**config.mk**
```make
export PLATFORM = sky130hd
export DESIGN_NAME = seq_compare_array
export DESIGN_NICKNAME = d
export VERILOG_FILES = /design/src/rtl/seq_compare_array.sv
export SDC_FILE = /design/constraint.sdc
export NUM_CORES = 1
export LEC_CHECK = 0
export BUFFER_PORTS_ARGS = -buffer_cell sky130_fd_sc_hd__clkbuf_2
export CAP_MARGIN = 30
export CELL_PAD_IN_SITES_DETAIL_PLACEMENT = 0
export CELL_PAD_IN_SITES_GLOBAL_PLACEMENT = 1
export CORE_MARGIN = 4
export CORE_UTILIZATION = 40
export CTS_BUF_LIST = sky130_fd_sc_hd__clkbuf_8
export CTS_CLUSTER_SIZE = 16
export DETAILED_ROUTE_END_ITERATION = 12
export PLACE_DENSITY_LB_ADDON = 0.1
export SKIP_CTS_REPAIR_TIMING = 1
export SYNTH_ARGS = -nofsm -noshare
export SYNTH_HDL_FRONTEND = slang
export SYNTH_SLANG_ARGS = --single-unit
export TNS_END_PERCENT = 50
```
**constraint.sdc**
```tcl
create_clock -name clk -period 2.9 [get_ports clk]
set_input_delay 0.145 -clock clk [delete_from_list [all_inputs] [get_ports clk]]
set_output_delay 0.145 -clock clk [all_outputs]
set_load 0.01 [all_outputs]
```
**src/rtl/seq_compare_array.sv**
```systemverilog
// Multi-cycle magnitude/equality comparator: walks CHUNK-bit slices from the MSB end,
// stopping at the first slice that differs, with a start/busy/done handshake.
module seq_compare_array #(
  parameter int WIDTH = 24,
  parameter int CHUNK = 6,
  localparam int NSLICE = WIDTH / CHUNK,
  localparam int CW = $clog2(NSLICE + 1)
) (
  input  logic             clk,
  input  logic             rst_n,
  input  logic             start,
  input  logic [WIDTH-1:0] a,
  input  logic [WIDTH-1:0] b,
  input  logic             signed_mode,
  output logic             busy,
  output logic             done,
  output logic             equ,
  output logic             lt,
  output logic             gt,
  output logic [CW-1:0]    cycles
);

  localparam int IW = (NSLICE > 1) ? $clog2(NSLICE) : 1;

  typedef enum logic [1:0] {
    IDLE = 2'd0,
    CMP  = 2'd1,
    DONE = 2'd2
  } state_t;

  state_t           state_q, state_d;
  logic [WIDTH-1:0] opA_q, opA_d;
  logic [WIDTH-1:0] opB_q, opB_d;
  logic [IW-1:0]    idx_q, idx_d;
  logic [CW-1:0]    cnt_q, cnt_d;
  logic             equ_q, equ_d;
  logic             lt_q, lt_d;
  logic             gt_q, gt_d;
  logic [CW-1:0]    cycles_q, cycles_d;

  logic [WIDTH-1:0] signFlip;
  logic [CHUNK-1:0] sliceA, sliceB;
  logic [CW-1:0]    cntInc;

  // Inverting the sign bit of both operands turns a signed compare into an
  // unsigned one; only the top slice is affected, so it is done once at capture.
  assign signFlip = {signed_mode, {(WIDTH-1){1'b0}}};
  assign cntInc   = cnt_q + CW'(1);

  always_comb begin
    sliceA = opA_q[int'(idx_q) * CHUNK +: CHUNK];
    sliceB = opB_q[int'(idx_q) * CHUNK +: CHUNK];
  end

  always_comb begin
    state_d  = state_q;
    opA_d    = opA_q;
    opB_d    = opB_q;
    idx_d    = idx_q;
    cnt_d    = cnt_q;
    equ_d    = equ_q;
    lt_d     = lt_q;
    gt_d     = gt_q;
    cycles_d = cycles_q;

    case (state_q)
      IDLE, DONE: begin
        state_d = IDLE;
        if (start) begin
          opA_d   = a ^ signFlip;
          opB_d   = b ^ signFlip;
          idx_d   = IW'(NSLICE - 1);
          cnt_d   = '0;
          state_d = CMP;
        end
      end

      CMP: begin
        cnt_d = cntInc;
        if (sliceA != sliceB) begin
          equ_d    = 1'b0;
          lt_d     = (sliceA < sliceB);
          gt_d     = (sliceA > sliceB);
          cycles_d = cntInc;
          state_d  = DONE;
        end else if (idx_q == '0) begin
          equ_d    = 1'b1;
          lt_d     = 1'b0;
          gt_d     = 1'b0;
          cycles_d = cntInc;
          state_d  = DONE;
        end else begin
          idx_d = idx_q - IW'(1);
        end
      end

      default: state_d = IDLE;
    endcase
  end

  always_ff @(posedge clk or negedge rst_n) begin
    if (!rst_n) begin
      state_q  <= IDLE;
      opA_q    <= '0;
      opB_q    <= '0;
      idx_q    <= '0;
      cnt_q    <= '0;
      equ_q    <= 1'b0;
      lt_q     <= 1'b0;
      gt_q     <= 1'b0;
      cycles_q <= '0;
    end else begin
      state_q  <= state_d;
      opA_q    <= opA_d;
      opB_q    <= opB_d;
      idx_q    <= idx_d;
      cnt_q    <= cnt_d;
      equ_q    <= equ_d;
      lt_q     <= lt_d;
      gt_q     <= gt_d;
      cycles_q <= cycles_d;
    end
  end

  assign busy   = (state_q == CMP);
  assign done   = (state_q == DONE);
  assign equ    = equ_q;
  assign lt     = lt_q;
  assign gt     = gt_q;
  assign cycles = cycles_q;

endmodule
```
[Yosys cells after proc, flatten, opt, wreduce, memory -nomap -nowiden]
Index checks and enable logic that the tools add are counted.
Word-level totals
  register bits: 61
  word-level logic and storage cells: 51
  input bits: 52
Operators by class
  $add $sub $neg: 2
  multipliers: 1
  multiplexer cells: 17
  shift operators: 2
  order comparisons: 2
  bitwise operators: 2
  reductions and logical operators: 9
  eq/ne operators: 7
Operators with widths (count)
  $xor 24x24->24: 2
  $shiftx 24x32->6: 1
  $shiftx 24x6->6: 1
  $mux 2: 5
  $mux 3: 3
  $pmux 2 s2: 2
  $gt 6x6->1: 1
  $lt 6x6->1: 1
  $mux 1: 6
  $ne 2x2->1 const B: 3
  $ne 6x6->1: 1
  $pmux 3 s2: 1
  $reduce_and 2->1: 3
  $logic_not 2->1: 2
  $mul 2x2->4 const B: 1
  $reduce_and 4->1: 1
  $reduce_bool 2->1: 2
  $add 3x1->3 const B: 1
  $ne 3x1->1 const B: 1
  $eq 2x1->1 const B: 1
  $eq 2x2->1 const B: 1
  $reduce_or 2->1: 1
  $sub 2x1->2 const B: 1

[Longest topological paths before layout]
  depth after elaboration: 5
  gate-level depth with buffers: 9
  mapped depth without buffers: 7

[Worst setup path after synthesis]
OpenSTA, ideal clock, no wires.
  path kind: flip-flop to flip-flop
  from: reg idx_q[0]
  to: reg cycles_q[1] (netlist: cycles[1])
  stages on the path, launching flop included: 8
  path buffers: 2
  setup slack: 0.608 ns
  data required time: 2.775 ns
  period minus slack after synthesis: 2.292 ns
  arrival: 2.167 ns
  cell sequence: dfrtp_1 -> buf_6 -> buf_12 -> mux4_2 -> ha_1 -> and4_4 -> a41o_4 -> mux2_4
On the way
  cells in the longest elaborated chain, start to end: 5
  elaborated cells between the ends (all ways): 8
  classes of those cells: 1 x mul; 1 x eq/ne; 2 x shift; 1 x mux; 3 x reduce/logical
Ends and longest elaborated chain
  from (decl): RTL line 34  | logic [IW-1:0] idx_q, idx_d;
  from (signal assigned): RTL line 116  | idx_q <= idx_d;
  $mul 2x2->4: RTL line 51, 52
  $shiftx 24x32->6 or $shiftx 24x6->6 (tied branches): RTL line 51, 52
  $ne 6x6->1: RTL line 80  | if (sliceA != sliceB) begin
  $reduce_bool 2->1 (no line)
  $reduce_and 2->1 (no line)
  to (signal assigned): RTL line 121  | cycles_q <= cycles_d;
  to (decl): RTL line 39  | logic [CW-1:0] cycles_q, cycles_d;
Several ways; a longest one is shown, not always the timed one.
A chain may end at the register's enable or synchronous reset.

[Worst setup path after layout]
Same ends and word-level chain as after synthesis.

==> flow_metrics.py <==
metrics = {
    "sta": {
        "fin_crit_sh": 0.8355,
        "skew_ps": 4.752,
        "slew_violations": 0,
        "setup_violations": 0,
        "achievable-frequency_ghz": 0.4127,
        "rsz0062_at_grt": "false",
        "period_minus_slack_ps": 2423,
        "hold_violations": 61,
        "tns_ps": 0,
        "worstMarginPinSlew_ps": 759.8,
        "max_slew_margin": 0.4935,
        "hold_slack_ps": -38.86,
    },
    "worst_setup_path": {
        "r2r-start": "idx_q[0]$_DFFE_PN0P_",
        "startpoint_type": "flip-flop",
        "r2r_slack_ps": 480,
        "critPathRequiredTime_ps": 3120,
        "critPathLaunch": "idx_q[0]$_DFFE_PN0P_",
        "crit_fanout": 15,
        "end_kind": "flip-flop",
        "crit_slowest_cell": "mux4_1",
        "crit_path_cell_trace": "buf_4, mux4_1, inv_1, ha_1, and4_4, a41o_4, mux2_4",
        "max_stage_delay_ps": 590,
        "setup.worst_path.end": "cycles[1]$_DFFE_PN0P_",
        "arrival_ps": 2640,
        "worstSetupPathType": "reg2reg",
        "reg2reg_to": "cycles[1]$_DFFE_PN0P_",
        "r2r_cells": 7,
    },
    "outcome": {
        "violations": "negative hold slack",
        "outcome": "finished with violations",
    },
    "floorplanning": {
        "rows": 30,
        "core_mm2": 0.006907,
        "start_util": 0.4167,
        "dieArea_mm2": 0.008616,
        "die_y_um": 92.82,
        "fp.dieW_um": 92.82,
        "pin_count": 60,
    },
    "clock_tree": {
        "cts_tree": "built",
        "root_buffer": "clkbuf_8",
        "path_clk_slew_ps": 70,
        "cts_sinks": 61,
        "cts_buffers": 9,
        "cts_buffer_depth": 2,
        "clkLatencyLatePin_ps": 340,
        "htreeDepth": 3,
    },
    "final_layout": {
        "fin_nets": 315,
        "drive_gt1_frac": 0.5154,
        "fin_area_mm2": 0.003463,
        "syn_to_final_growth_pct": 20.35,
        "final_util": 0.5014,
        "diodes": 0,
    },
    "synth": {
        "synth.yosys.seq_area_share": 0.5304,
        "ys_types": 28,
        "yosys_warnings": 0,
        "yosys.area.top_type_share": 0.5304,
        "synth_area_leaders": "dfrtp_1 53%, mux2_2 16%, mux4_2 5.5%, mux4_1 4.6%, ha_1 3.5%",
        "syn_avg_cell_area_um2": 15.07,
        "synth_seq_cells": 61,
        "yosys.area.top_type": "dfrtp_1",
        "synth_nets": 251,
        "syn_area_mm2": 0.002878,
        "synth_cells": 191,
    },
    "detailed_routing": {
        "antenna_left": 0,
        "dr.pass1.iters": 4,
        "post-route-drc-count": 0,
        "drt_wl_total_mm": 5.353,
        "avgRoutedWirePerCell_um": 15.04,
        "drt-vias-per-instance": 4.758,
        "drt_iter0_markers": 54,
        "dr_total_vias": 1694,
    },
    "placement": {
        "io_buffers": 59,
        "place.gp.congestion": 0.6715,
        "dpl_cell_area_mm2": 0.003219,
        "dp_hpwl_mm": 3.836,
    },
    "pwr": {
        "ir_drop_v": 0.0003720,
        "power.total_mw": 2.523,
        "power_density_mw_per_mm2": 728.4,
        "power_leakage_nw": 1.628,
    },
    "grt": {
        "antenna_found_initial": 0,
        "grt_use_total": 0.1433,
        "grt_pass1_vias": 1890,
        "grt_start_max_net_pins": 62,
        "grt-ovfl-total": 0,
        "grt_first_pass_wirelength_mm": 9.266,
    },
    "job": {
        "maxCapViolCount": 0,
    },
    "min_path": {
        "hp-class": "in2async",
    },
}
## cell families (layout without fill, tap and decap cells)
logic type                 Yosys count  count (layout)  synth area share
and+or+nand+nor                     21              21           0.04348
DFF                                 61              61            0.5304
xor gates and xnor gates             3               3          0.009132
AOI/OAI and AO/OA                   17              17           0.03913
muxes                               61              61            0.2926
adders and majority gates            8               8           0.03478
buffers and inverters               20              89           0.05044
## registers in the layout, summed over array words and instances, names as in the netlist
register and cells:
opB_q 24, opA_q 24, cnt_q 3, lt 1
equ 1, idx_q 2, cycles 3, state_q 2
gt 1
## synth_stat cells
cell type	number
dfrtp_1	61
mux2_2	41
inv_1	10
ha_1	8
buf_6	7
mux4_2	7
nand2_1	7
o21ai_0	7
a21oi_1	6
nor2_1	6
mux2_1	5
mux4_1	5
nor2b_1	3
xnor2_1	3
mux2i_1	2
a22o_1	1
a32o_1	1
a41o_4	1
and4_4	1
buf_12	1
buf_2	1
clkinv_1	1
mux2_4	1
nand2b_4	1
nand3_2	1
nor3_4	1
o211ai_1	1
or2_2	1
## how the worst min path moves through the flow
stage                                end   from  cells after the start
finish              opA_q[4]$_DFFE_PN0P_  rst_n                      2
floorplan           cnt_q[0]$_DFFE_PN0P_  rst_n                      0
detailed placement  opA_q[7]$_DFFE_PN0P_  rst_n                      2
CTS                 opA_q[7]$_DFFE_PN0P_  rst_n                      2
global route        opB_q[4]$_DFFE_PN0P_   b[4]                      2
global placement    opA_q[7]$_DFFE_PN0P_  rst_n                      2
## power breakdown
| part | leakage [nW] | switching [mW] | internal, mW |
|---|---|---|---|
| Combinational | 0.784 | 0.221 | 0.298 |
| Sequential | 0.719 | 0.0915 | 1.01 |
| Clock | 0.126 | 0.321 | 0.576 |
| Total | 1.63 | 0.634 | 1.89 |
## cell type report
class	count	area [µm²]
multi-input combinational	110	1214
tap	96	120.1
clock buffer	13	178.9
inverter	11	41.29
fill	648	3443
sequential	61	1526
timing repair buffer	62	317.8
clock inverter	3	65.06
## cell usage in the layout (no fill, tap or decap), types with 5 or more instances in the layout
cell and instances:
a21oi_1 6, clkbuf_8 13, dfrtp_1 61, o21ai_0 7, mux4_1 5, inv_1 10, mux4_2 7, mux2_2 41
ha_1 8, mux2_1 5, nand2_1 7, clkbuf_2 59, nor2_1 6
## per-stage QoR
| stage | hold slack [ps] | setup slack (ps) | std cells |
|---|---|---|---|
| 6_report | -38.86 | 477.0 | 356 |
| 4_1_cts | -19.78 | 448.8 | 356 |
| 5_1_grt | 7.338 | 372.0 | 356 |
| 3_3_place_gp | 362.5 | 520.7 | 340 |
| 3_5_place_dp | 354.6 | 463.9 | 340 |
| 2_1_floorplan | -150.6 | 607.5 | 191 |
## critical path, delay by kind of cell, from the launching register on
kind,cells,cell delay [ps]
multiplexers,2,890
buffers and inverters,2,340
flip-flops,1,320
AO/OA/AOI/OAI,1,310
adder cells (fa/ha/maj),1,230
AND/OR/NAND/NOR,1,210
## layer usage
metal	track usage	up-vias	routed length, µm
met5	0	-	0
met2	0.2226	44	2610
met4	0.04762	0	59
li1	-	828	-
met3	0.06418	8	340
met1	0.1783	814	2344
No activity file was read; power rests on OpenSTA's default activity.
